## src/rtl/engine_pkg.sv

```systemverilog
// Shared field layout, status bit positions and packing helper for the engine
// command/output words.
package engine_pkg;

    localparam int ENG_W      = 10;
    localparam int ENG_LO_LSB = 0;
    localparam int ENG_HI_LSB = 16;
    localparam int NUM_CH     = 4;

    typedef logic [ENG_W-1:0] eng_val_t;

    localparam int ST_FAILSAFE   = 0;
    localparam int ST_AT_TGT_LSB = 1;

    // Failsafe set and every channel sitting at its (zero) target.
    localparam logic [31:0] STATUS_RST = 32'h0000_001F;

    function automatic logic [31:0] pack_pair(input eng_val_t hi, input eng_val_t lo);
        return {6'b0, hi, 6'b0, lo};
    endfunction

endpackage

```

## src/rtl/slew_channel.sv

```systemverilog
// One throttle channel: on each tick moves CUR toward TGT by at most STEP_UP
// (rising) or STEP_DOWN (falling), landing exactly on TGT without overshoot.
module slew_channel
    import engine_pkg::*;
#(
    parameter int STEP_UP   = 5,
    parameter int STEP_DOWN = 20
) (
    input  logic             CLK,
    input  logic             RESET_N,
    input  logic             TICK,
    input  logic [ENG_W-1:0] TGT,
    output logic [ENG_W-1:0] CUR,
    output logic             AT_TGT
);

    localparam logic signed [ENG_W:0] UP_S     = (ENG_W+1)'(STEP_UP);
    localparam logic signed [ENG_W:0] DN_NEG_S = (ENG_W+1)'(-STEP_DOWN);

    eng_val_t                r_cur;
    logic signed [ENG_W:0]   w_diff;
    eng_val_t                w_next;

    // Small differences are applied whole, so the channel lands exactly on target.
    function automatic eng_val_t slew_step(input eng_val_t cur, input logic signed [ENG_W:0] d);
        eng_val_t res;
        if (d > UP_S)
            res = cur + ENG_W'(STEP_UP);
        else if (d < DN_NEG_S)
            res = cur - ENG_W'(STEP_DOWN);
        else
            res = cur + d[ENG_W-1:0];
        return res;
    endfunction

    always_comb begin
        w_diff = $signed({1'b0, TGT}) - $signed({1'b0, r_cur});
        w_next = slew_step(r_cur, w_diff);
    end

    always_ff @(posedge CLK or negedge RESET_N) begin
        if (!RESET_N)
            r_cur <= '0;
        else if (TICK)
            r_cur <= w_next;
    end

    assign CUR    = r_cur;
    assign AT_TGT = (r_cur == TGT);

endmodule

```

## src/rtl/engine_slew_limiter.sv

```systemverilog
// Latches CPU throttle targets, clamps them, slews four channels toward them
// per tick, and drops every target to zero when the CPU stops writing.
module engine_slew_limiter
    import engine_pkg::*;
#(
    parameter int TICK_DIV   = 50000,
    parameter int STEP_UP    = 5,
    parameter int STEP_DOWN  = 20,
    parameter int VMAX       = 1000,
    parameter int WDOG_TICKS = 100
) (
    input  logic        CLK,
    input  logic        RESET_N,
    input  logic        WE_13,
    input  logic [31:0] CMD_13,
    input  logic        WE_24,
    input  logic [31:0] CMD_24,
    output logic [31:0] OUT_13,
    output logic [31:0] OUT_24,
    output logic [31:0] STATUS
);

    localparam int             TW        = (TICK_DIV > 1) ? $clog2(TICK_DIV) : 1;
    localparam logic [TW-1:0]  TICK_LAST = TW'(TICK_DIV - 1);
    localparam int             WW        = $clog2(WDOG_TICKS + 1);
    localparam logic [WW-1:0]  WDOG_LIM  = WW'(WDOG_TICKS);
    localparam eng_val_t       VMAX_V    = ENG_W'(VMAX);

    logic [TW-1:0]     r_tick_cnt;
    logic [WW-1:0]     r_wdog_cnt;
    logic              r_failsafe;
    eng_val_t          r_tgt [NUM_CH];
    logic [31:0]       r_out_13;
    logic [31:0]       r_out_24;
    logic [31:0]       r_status;

    logic              w_tick;
    logic              w_any_we;
    logic [WW-1:0]     w_wdog_next;
    logic              w_wdog_hit;
    eng_val_t          w_cur [NUM_CH];
    logic [NUM_CH-1:0] w_at;
    logic [31:0]       w_status;
    logic              w_unused;

    function automatic eng_val_t clamp_tgt(input eng_val_t v);
        return (v > VMAX_V) ? VMAX_V : v;
    endfunction

    assign w_tick   = (r_tick_cnt == TICK_LAST);
    assign w_any_we = WE_13 | WE_24;
    assign w_unused = ^{CMD_13[31:26], CMD_13[15:10], CMD_24[31:26], CMD_24[15:10]};

    always_ff @(posedge CLK or negedge RESET_N) begin
        if (!RESET_N)
            r_tick_cnt <= '0;
        else if (w_tick)
            r_tick_cnt <= '0;
        else
            r_tick_cnt <= r_tick_cnt + 1'b1;
    end

    // A write always beats expiry: the hit is only raised in write-free cycles.
    always_comb begin
        w_wdog_next = r_wdog_cnt;
        if (w_tick && (r_wdog_cnt < WDOG_LIM))
            w_wdog_next = r_wdog_cnt + 1'b1;
        w_wdog_hit = !w_any_we && (w_wdog_next == WDOG_LIM);
    end

    always_ff @(posedge CLK or negedge RESET_N) begin
        if (!RESET_N) begin
            r_wdog_cnt <= '0;
            r_failsafe <= 1'b1;
        end else if (w_any_we) begin
            r_wdog_cnt <= '0;
            r_failsafe <= 1'b0;
        end else begin
            r_wdog_cnt <= w_wdog_next;
            if (w_wdog_hit)
                r_failsafe <= 1'b1;
        end
    end

    // Channel order in r_tgt: 0=eng1, 1=eng2, 2=eng3, 3=eng4.
    always_ff @(posedge CLK or negedge RESET_N) begin
        if (!RESET_N) begin
            for (int i = 0; i < NUM_CH; i++)
                r_tgt[i] <= '0;
        end else if (w_wdog_hit) begin
            for (int i = 0; i < NUM_CH; i++)
                r_tgt[i] <= '0;
        end else begin
            if (WE_13) begin
                r_tgt[0] <= clamp_tgt(CMD_13[ENG_LO_LSB +: ENG_W]);
                r_tgt[2] <= clamp_tgt(CMD_13[ENG_HI_LSB +: ENG_W]);
            end
            if (WE_24) begin
                r_tgt[1] <= clamp_tgt(CMD_24[ENG_LO_LSB +: ENG_W]);
                r_tgt[3] <= clamp_tgt(CMD_24[ENG_HI_LSB +: ENG_W]);
            end
        end
    end

    for (genvar g = 0; g < NUM_CH; g++) begin : g_ch
        slew_channel #(
            .STEP_UP   (STEP_UP),
            .STEP_DOWN (STEP_DOWN)
        ) u_ch (
            .CLK     (CLK),
            .RESET_N (RESET_N),
            .TICK    (w_tick),
            .TGT     (r_tgt[g]),
            .CUR     (w_cur[g]),
            .AT_TGT  (w_at[g])
        );
    end

    always_comb begin
        w_status = '0;
        w_status[ST_FAILSAFE] = r_failsafe;
        w_status[ST_AT_TGT_LSB +: NUM_CH] = w_at;
    end

    always_ff @(posedge CLK or negedge RESET_N) begin
        if (!RESET_N) begin
            r_out_13 <= '0;
            r_out_24 <= '0;
            r_status <= STATUS_RST;
        end else begin
            r_out_13 <= pack_pair(w_cur[2], w_cur[0]);
            r_out_24 <= pack_pair(w_cur[3], w_cur[1]);
            r_status <= w_status;
        end
    end

    assign OUT_13 = r_out_13;
    assign OUT_24 = r_out_24;
    assign STATUS = r_status;

endmodule

```

## config.mk

```make
export PLATFORM = sky130hd
export DESIGN_NAME = engine_slew_limiter
export DESIGN_NICKNAME = d
export VERILOG_FILES = /design/src/rtl/engine_pkg.sv /design/src/rtl/slew_channel.sv /design/src/rtl/engine_slew_limiter.sv
export SDC_FILE = /design/constraint.sdc
export NUM_CORES = 1
export LEC_CHECK = 0
export ABC_AREA = 0
export CAP_MARGIN = 20
export CORE_UTILIZATION = 60
export DETAILED_ROUTE_END_ITERATION = 16
export GPL_TIMING_DRIVEN = 0
export PLACE_DENSITY_LB_ADDON = 0.3
export SLEW_MARGIN = 20
export SYNTH_ARGS = -nofsm -noshare
export SYNTH_HDL_FRONTEND = slang
export SYNTH_SLANG_ARGS = --single-unit
```

## constraint.sdc

```tcl
create_clock -name CLK -period 9.35 [get_ports CLK]
set_clock_uncertainty 0.2 [all_clocks]
set_input_delay 1.87 -clock CLK [delete_from_list [all_inputs] [get_ports CLK]]
set_output_delay 1.87 -clock CLK [all_outputs]
set_load 0.01 [all_outputs]
```

==> results of run 1 <==
-- worst max-delay path, delay by kind of cell (launching register included) --
kind | cells | cell delay, ns
compound gates | 6 | 1.69
fa+ha+maj | 2 | 0.63
flops | 1 | 0.50
simple gates | 2 | 0.25
xor+xnor | 3 | 0.90
buf+inv | 2 | 0.29
-- worst paths after layout --
path	start	to	slack [ns]
setup / recovery	g_ch[3].u_ch.CUR[2]	g_ch[3].u_ch.CUR[9]	4.76
max in group asynchronous	RESET_N	STATUS[0]	6.95
hold / removal	r_failsafe	STATUS[0]	0.17
setup reg to reg	g_ch[3].u_ch.CUR[2]	g_ch[3].u_ch.CUR[9]	4.76
min in group asynchronous	RESET_N	OUT_13[5]	1.18
hold reg to reg	r_failsafe	STATUS[0]	0.17
-- state kept, by name, summed over array words and instances, names as in the netlist --
name and flops:
OUT_24 20, r_tick_cnt 16, g_ch.u_ch.CUR 40, STATUS 5
r_wdog_cnt 7, OUT_13 20, r_failsafe 1, r_tgt 40
-- logic make-up after synthesis --
logic type,Yosys count,share of synthesized area
compound gates,333,0.200
xor+xnor,96,0.0761
fa+ha+maj,98,0.116
buf+inv,185,0.0824
flops,149,0.338
mux,18,0.0163
other cells,1,0.000339
simple gates,384,0.170
-- Yosys cell counts, types with 7 or more instances --
cell and number:
dfrtp_1 143, a21oi_1 105, nor2_1 100, nand2_1 97
ha_1 90, inv_1 90, o21ai_0 63, xnor2_1 62
buf_4 51, nand3_1 42, nor3_1 37, xor2_1 34
clkbuf_1 27, mux2i_1 18, a21o_1 16, and3_1 13
buf_2 13, a22o_1 12, nand2b_1 12, nand4_1 12
nor4_1 12, o21a_1 12, or3_1 12, a211oi_1 11
a31oi_1 11, nor2b_1 11, a221o_1 9, fa_1 8
o21ai_1 8, a221oi_1 7, o21bai_1 7, o41ai_1 7
-- stage by stage --
step,utilization,hold slack (ns)
2_1_floorplan,-,0.154
6_report,0.723,0.169
4_1_cts,0.723,0.171
5_1_grt,0.723,0.173
3_3_place_gp,0.688,0.157
3_5_place_dp,0.690,0.158
-- final cells by class --
class | instances | area [µm²] | area share
clock inverters | 11 | 125 | 0.00960
clock buffers | 21 | 470 | 0.0361
well taps | 229 | 287 | 0.0220
multi-input cells | 980 | 6590 | 0.506
plain buffers | 95 | 573 | 0.0440
repair buffers | 89 | 913 | 0.0701
inverters | 90 | 338 | 0.0259
flip-flops and latches | 149 | 3740 | 0.287
-- power groups by stage --
stage               clock network (W)  registers [W]  logic (W)
floorplan                           0       0.000679   0.000328
detailed placement                  0       0.000684   0.000433
finish                       0.000698       0.000672   0.000443
global route                 0.000727       0.000674   0.000492
CTS                          0.000700       0.000672   0.000438
global placement                    0       0.000683   0.000418
-- layer usage --
layer  vias to the layer above  track usage  wire length [µm]
li1                       4758            -                 -
met1                      4548        0.384             11800
met2                       382        0.500             13100
met3                        72       0.0467              1480
met4                         0        0.137               911
met5                         -            0                 0
-- placed cells by master (no fill, tap or decap), drive strengths merged, types with 9 or more instances in the layout --
cell type and instances:
nor2 100, a211oi 12, clkbuf 49, or3 13, clkdlybuf4s50 87, o21a 12, inv 91, dfrtp 143
a21o 16, a31oi 11, mux2i 18, nand2 98, o21ai 73, conb 51, and3 13, ha 90
xor2 34, nand2b 12, xnor2 62, nor2b 11, nand3 42, a221o 9, nor3 37, nor4 13
nand4 12, a22o 12, buf 69, a21oi 106
==> results.md, run 1 <==
- Clock-pin slew on the worst setup and hold paths: 0.06 ns
- Leakage power: 5.94 nW
- FF+latch count, synth: 149
- Clk sinks: between 100 and 150
- Routed Antenna Nets: 0
- Type of the worst min-delay path: reg -> reg
- Maximum VDD drop: around 0.14 mV
- CTS resizes: 0
- Antenna violations before repair: 0
- Final TNS setup: 0 ns
- Worst Tran Pin Value: 0.742 ns
- Die height: roughly 140 µm
- Mapped Cells: 1264
- Post-synthesis async set-or-reset flop share: 1.00
- Hold_buf cts: 0
- Avg Cell Area, Syn: ~8.7 µm²
- Setup crit start kind: flop
- Initial core utilization: 0.613
- RSZ-0062 raised after global routing: no
- Period utilisation layout: 0.491
- Crit path DAT: 4.69 ns
- Ratio of cells with drive above 1 in the final layout: 0.0871
- Worst-path cell chain: inv_1, ha_1, nor2b_1, o31a_1, o21ai_0, nand2_1, xnor2_1, inv_1, ha_1, o41ai_1, o21ai_0, xor2_1, o221ai_1, o221ai_1, xnor2_1
- Area growth, synth to finish: 17.9%
- Pin count of the biggest net entering global routing: 91
- Max Clk Rate: 218 MHz
- Routed len/inst: 16.4 µm
- Synth unique cells: 85
- Post-Layout Inst Area: 13000 µm²
- Status: complete, no violations
- Ant diodes: 0
- Vias in the first global route: 9111
- Internal power: 0.00126 W
- Placed cells: 1632
- Post CTS Setup Buffer Count: 0
- CTS Buffer Depth: 2
- Synth area leaders: dfrtp_1 (32%), ha_1 (10%), xnor2_1 (4.9%), a21oi_1 (4.8%), buf_4 (3.5%)
- Row cnt: 49
- CP max stage cell: o41ai_1
- Vias: 9760
- TritonCTS buffer count: 17
- GPL Wtd Cong: 0.931
- First-pass GRT wire length: 44.2 mm
- Worst Path Required: 9.45 ns
- Hold path depth: 0
- Kind of critical path: reg -> reg
- Filler cells: 1399
- CTS tree: done
- Final min period: approximately 4.6 ns
- EDFF count, synth: 0
- # nets final: about 1600
- Die W: 138 µm
- Crit path max fanout: 9
- Post-synth top area share: 0.324
- Root Driver: clkbuf_16
- Crit. End Element: flop
- Core Box Area: between 15000 and 20000 µm²
- IO Port Bufs: 88
- Max Cap Viol: 0
- Initial drt markers: 813
- Post-Syn Area: 11100 µm²
- Sw frac: 0.306
- H-tree Lvls: 4
- Post-Place Cell Area: between 10000 and 15000 µm²
- Grt ovf: 0
- Seq/Total Area, Yosys: 0.338
- Final Hold Viols: 0
- Reg2reg path depth: 15
- Combinational share of power: 0.244
- Final std cells w/o fill: 1664
- Power density cells: 139 nW/µm²
- Drt pass-1 iters: 5
- Io pins: 164
- Primary flip-flop cell chosen by synthesis mapping: dfrtp_1
- Sequential group share of total power: 0.371
- Ys Warns: 0
- Worst slack at placement: ~4.8 ns
- Net Sw Power: 0.000554 W
- DRC Markers: 0
- Min setup slack post-route: 4.76 ns
- Clock latency on the worst-skew pair: 0.43 ns
- Via-to-Cell Ratio: 5.87
- Final setup violation count: 0
- Hpwl dp: roughly 20 mm
- Routed WL: 27.3 mm
- Total power: about 0.0018 W
- Tot GR Track Use: 0.300
- DIE AREA: roughly 19000 µm²
- Largest area contributor in the netlist: dfrtp_1
- Worst slew margin: 0.499
- CP max stage delay: 0.53 ns
- Clock network power share: 0.385
- Max Slew Vio Count: 0
Note: power is estimated with default switching activity, not from simulation.
==> inputs of run 2 (changes only) <==
--- a/config.mk
+++ b/config.mk
@@ -7,7 +7,7 @@
 export LEC_CHECK = 0
 export ABC_AREA = 0
 export CAP_MARGIN = 20
-export CORE_UTILIZATION = 60
+export CORE_UTILIZATION = 56
 export DETAILED_ROUTE_END_ITERATION = 16
 export GPL_TIMING_DRIVEN = 0
 export PLACE_DENSITY_LB_ADDON = 0.3
==> constraint.sdc (replaced) <==
create_clock -name CLK -period 4.6 [get_ports CLK]
set_clock_uncertainty 0.2 [all_clocks]
set_input_delay 0.92 -clock CLK [delete_from_list [all_inputs] [get_ports CLK]]
set_output_delay 0.92 -clock CLK [all_outputs]
set_load 0.01 [all_outputs]
==> run 2 against run 1 <==
Compared with the run above: largest power group unchanged; routed wire length decreased by 1.1%; global-route usage decreased by 2.5 points; flip-flop and latch count unchanged; non-clock buffer count unchanged; maximum frequency increased by 7.5%; the flow now finishes with violations (DRC); design area increased by 0.78%; via count increased by 0.28%; cell count increased by 2.2%.
==> results.md, run 2 (synthesized netlist as in run 1, its figures left out) <==
- Routed Antenna Nets: 0
- Leakage power: 5.99 nW
- GPL Wtd Cong: 0.913
- Worst Path Required: 4.76 ns
- Drt pass-1 iters: 11
- Hpwl dp: 20.4 mm
- Via-to-Cell Ratio: 5.76
- H-tree Lvls: 4
- Worst slew margin: 0.496
- Tot GR Track Use: 0.275
- Max Clk Rate: between 200 and 250 MHz
- Worst hold slack: between 0.15 and 0.2 ns
- Setup crit start kind: flop
- Failing checks: DRC
- Initial drt markers: 732
- Final Util: 0.677
- Ant diodes: 0
- Hold_buf cts: 0
- Die height: approximately 140 µm
- Io pins: about 160
- DIE AREA: between 20000 and 25000 µm²
- Ratio of cells with drive above 1 in the final layout: 0.0906
- Filler cells: 1638
- Kind of critical path: reg -> reg
- Crit path max fanout: 5
- Period utilisation layout: 0.928
- Root Driver: clkbuf_16
- Initial core utilization: 0.570
- Routed WL: 27.0 mm
- Area growth, synth to finish: 18.9%
- DRC Markers: 2
- Worst Tran Pin Value: 0.746 ns
- Footprint of the multi-input gates: 6630 µm²
- Pin count of the biggest net entering global routing: 77
- Crit. End Element: flop
- FF+latch area: roughly 3700 µm²
- IO Port Bufs: 88
- Status: finished, violations left
- Core Box Area: about 19000 µm²
- # nets final: approximately 1600
- First-pass GRT wire length: 43.9 mm
- Maximum VDD drop: 0.269 mV
- Post CTS Setup Buffer Count: 0
- Max Slew Vio Count: 0
- Type of the worst min-delay path: reg -> reg
- Max Cap Viol: 0
- Vias: 9787
- Final Hold Viols: 0
- Power density cells: 285 nW/µm²
- CTS tree: done
- Antenna violations before repair: 0
- Final min period: 4.27 ns
- TritonCTS buffer count: 17
- CTS Buffer Depth: 2
- Clock-pin slew on the worst setup and hold paths: 0.06 ns
- Clock latency on the worst-skew pair: 0.44 ns
- Clk sinks: 149
- Vias in the first global route: slightly below 9000
- RSZ-0062 raised after global routing: no
- Most frequent cells in the layout: dfrtp_1 (142), a21oi_1 (105), nor2_1 (100), nand2_1 (97)
- Commonest non-fill, non-tap cell in the layout: dfrtp_1
- Final setup violation count: 0
- Row cnt: 51
- Grt ovf: 0
- Routed len/inst: around 16 µm
- Crit path DAT: between 4 and 5 ns
- Die W: 142 µm
==> run 2: changes by cell type in the layout (fill, tap and decap cells not counted), sizes merged <==
cell / change
clkinvlp: -3
clkinv: +3
clkbuf: -2
bufinv: +2
==> run 2: worst max-delay path, stage by stage (launching register included) <==
cell      delay [ns]
dfrtp_1         0.45
ha_1            0.29
fa_1            0.47
nand2b_1        0.20
a21oi_1         0.30
nor3_1          0.11
a311oi_2        0.38
inv_1           0.09
ha_1            0.24
o41ai_1         0.46
o21ai_0         0.22
xnor2_1         0.17
nor2_1          0.05
o311ai_1        0.40
xnor2_1         0.16
==> run 2: through the flow <==
stage / worst slack (ns) / instance area, µm² / setup TNS (ns) / cells / power [W]
2_1_floorplan: 0.827 / 11200 / 0 / 1314 / 0.00205
3_3_place_gp: -3.45 / 12500 / -502.19 / 1667 / 0.00224
3_5_place_dp: 0.173 / 12500 / 0 / 1668 / 0.00227
4_1_cts: 0.139 / 13100 / 0 / 1700 / 0.00374
5_1_grt: 0.00853 / 13100 / 0 / 1700 / 0.00392
6_report: 0.332 / 13100 / 0 / 1700 / 0.00375
==> run 2: per-layer routing <==
metal / up-vias / GRT usage / share of wire / wire (µm)
met5: - / 0 / 0 / 0
met4: 0 / 0.0985 / 0.025 / 675
met3: 56 / 0.0390 / 0.055 / 1480
met2: 363 / 0.466 / 0.48 / 13000
met1: 4635 / 0.358 / 0.44 / 11800
li1: 4733 / - / - / -
==> run 2: cell type report <==
class / instances / share of cell area
multi-input cells: 980 / 0.505
flip-flops and latches: 149 / 0.285
repair buffers: 89 / 0.0695
plain buffers: 95 / 0.0436
clock buffers: 19 / 0.0330
inverters: 90 / 0.0257
well taps: 265 / 0.0252
clock inverters: 13 / 0.0138
==> run 2: worst paths after layout <==
| kind | startpoint | end | slack [ns] | cells after the start |
|---|---|---|---|---|
| max | g_ch[2].u_ch.CUR[0] | g_ch[2].u_ch.CUR[9] | 0.33 | 14 |
| min | r_failsafe | STATUS[0] | 0.17 | 0 |
| max reg2reg | g_ch[2].u_ch.CUR[0] | g_ch[2].u_ch.CUR[9] | 0.33 | 14 |
| min reg2reg | r_failsafe | STATUS[0] | 0.17 | 0 |
| max in group asynchronous | RESET_N | STATUS[4] | 3.17 | 2 |
| min in group asynchronous | RESET_N | OUT_13[8] | 0.22 | 1 |
==> run 2: timing repair <==
| action | 4_1_cts | 5_1_grt |
|---|---|---|
| endpoints found under the setup margin | 0 | 3 |
| gates resized for setup | 0 | 6 |
| endpoints found under the hold margin | 0 | 0 |
==> run 2: power breakdown <==
group / switching (W) / internal [W] / total, W
logic: 0.000525 / 0.000377 / 0.000902
registers: 0.0000219 / 0.00134 / 0.00137
clock network: 0.000576 / 0.000906 / 0.00148
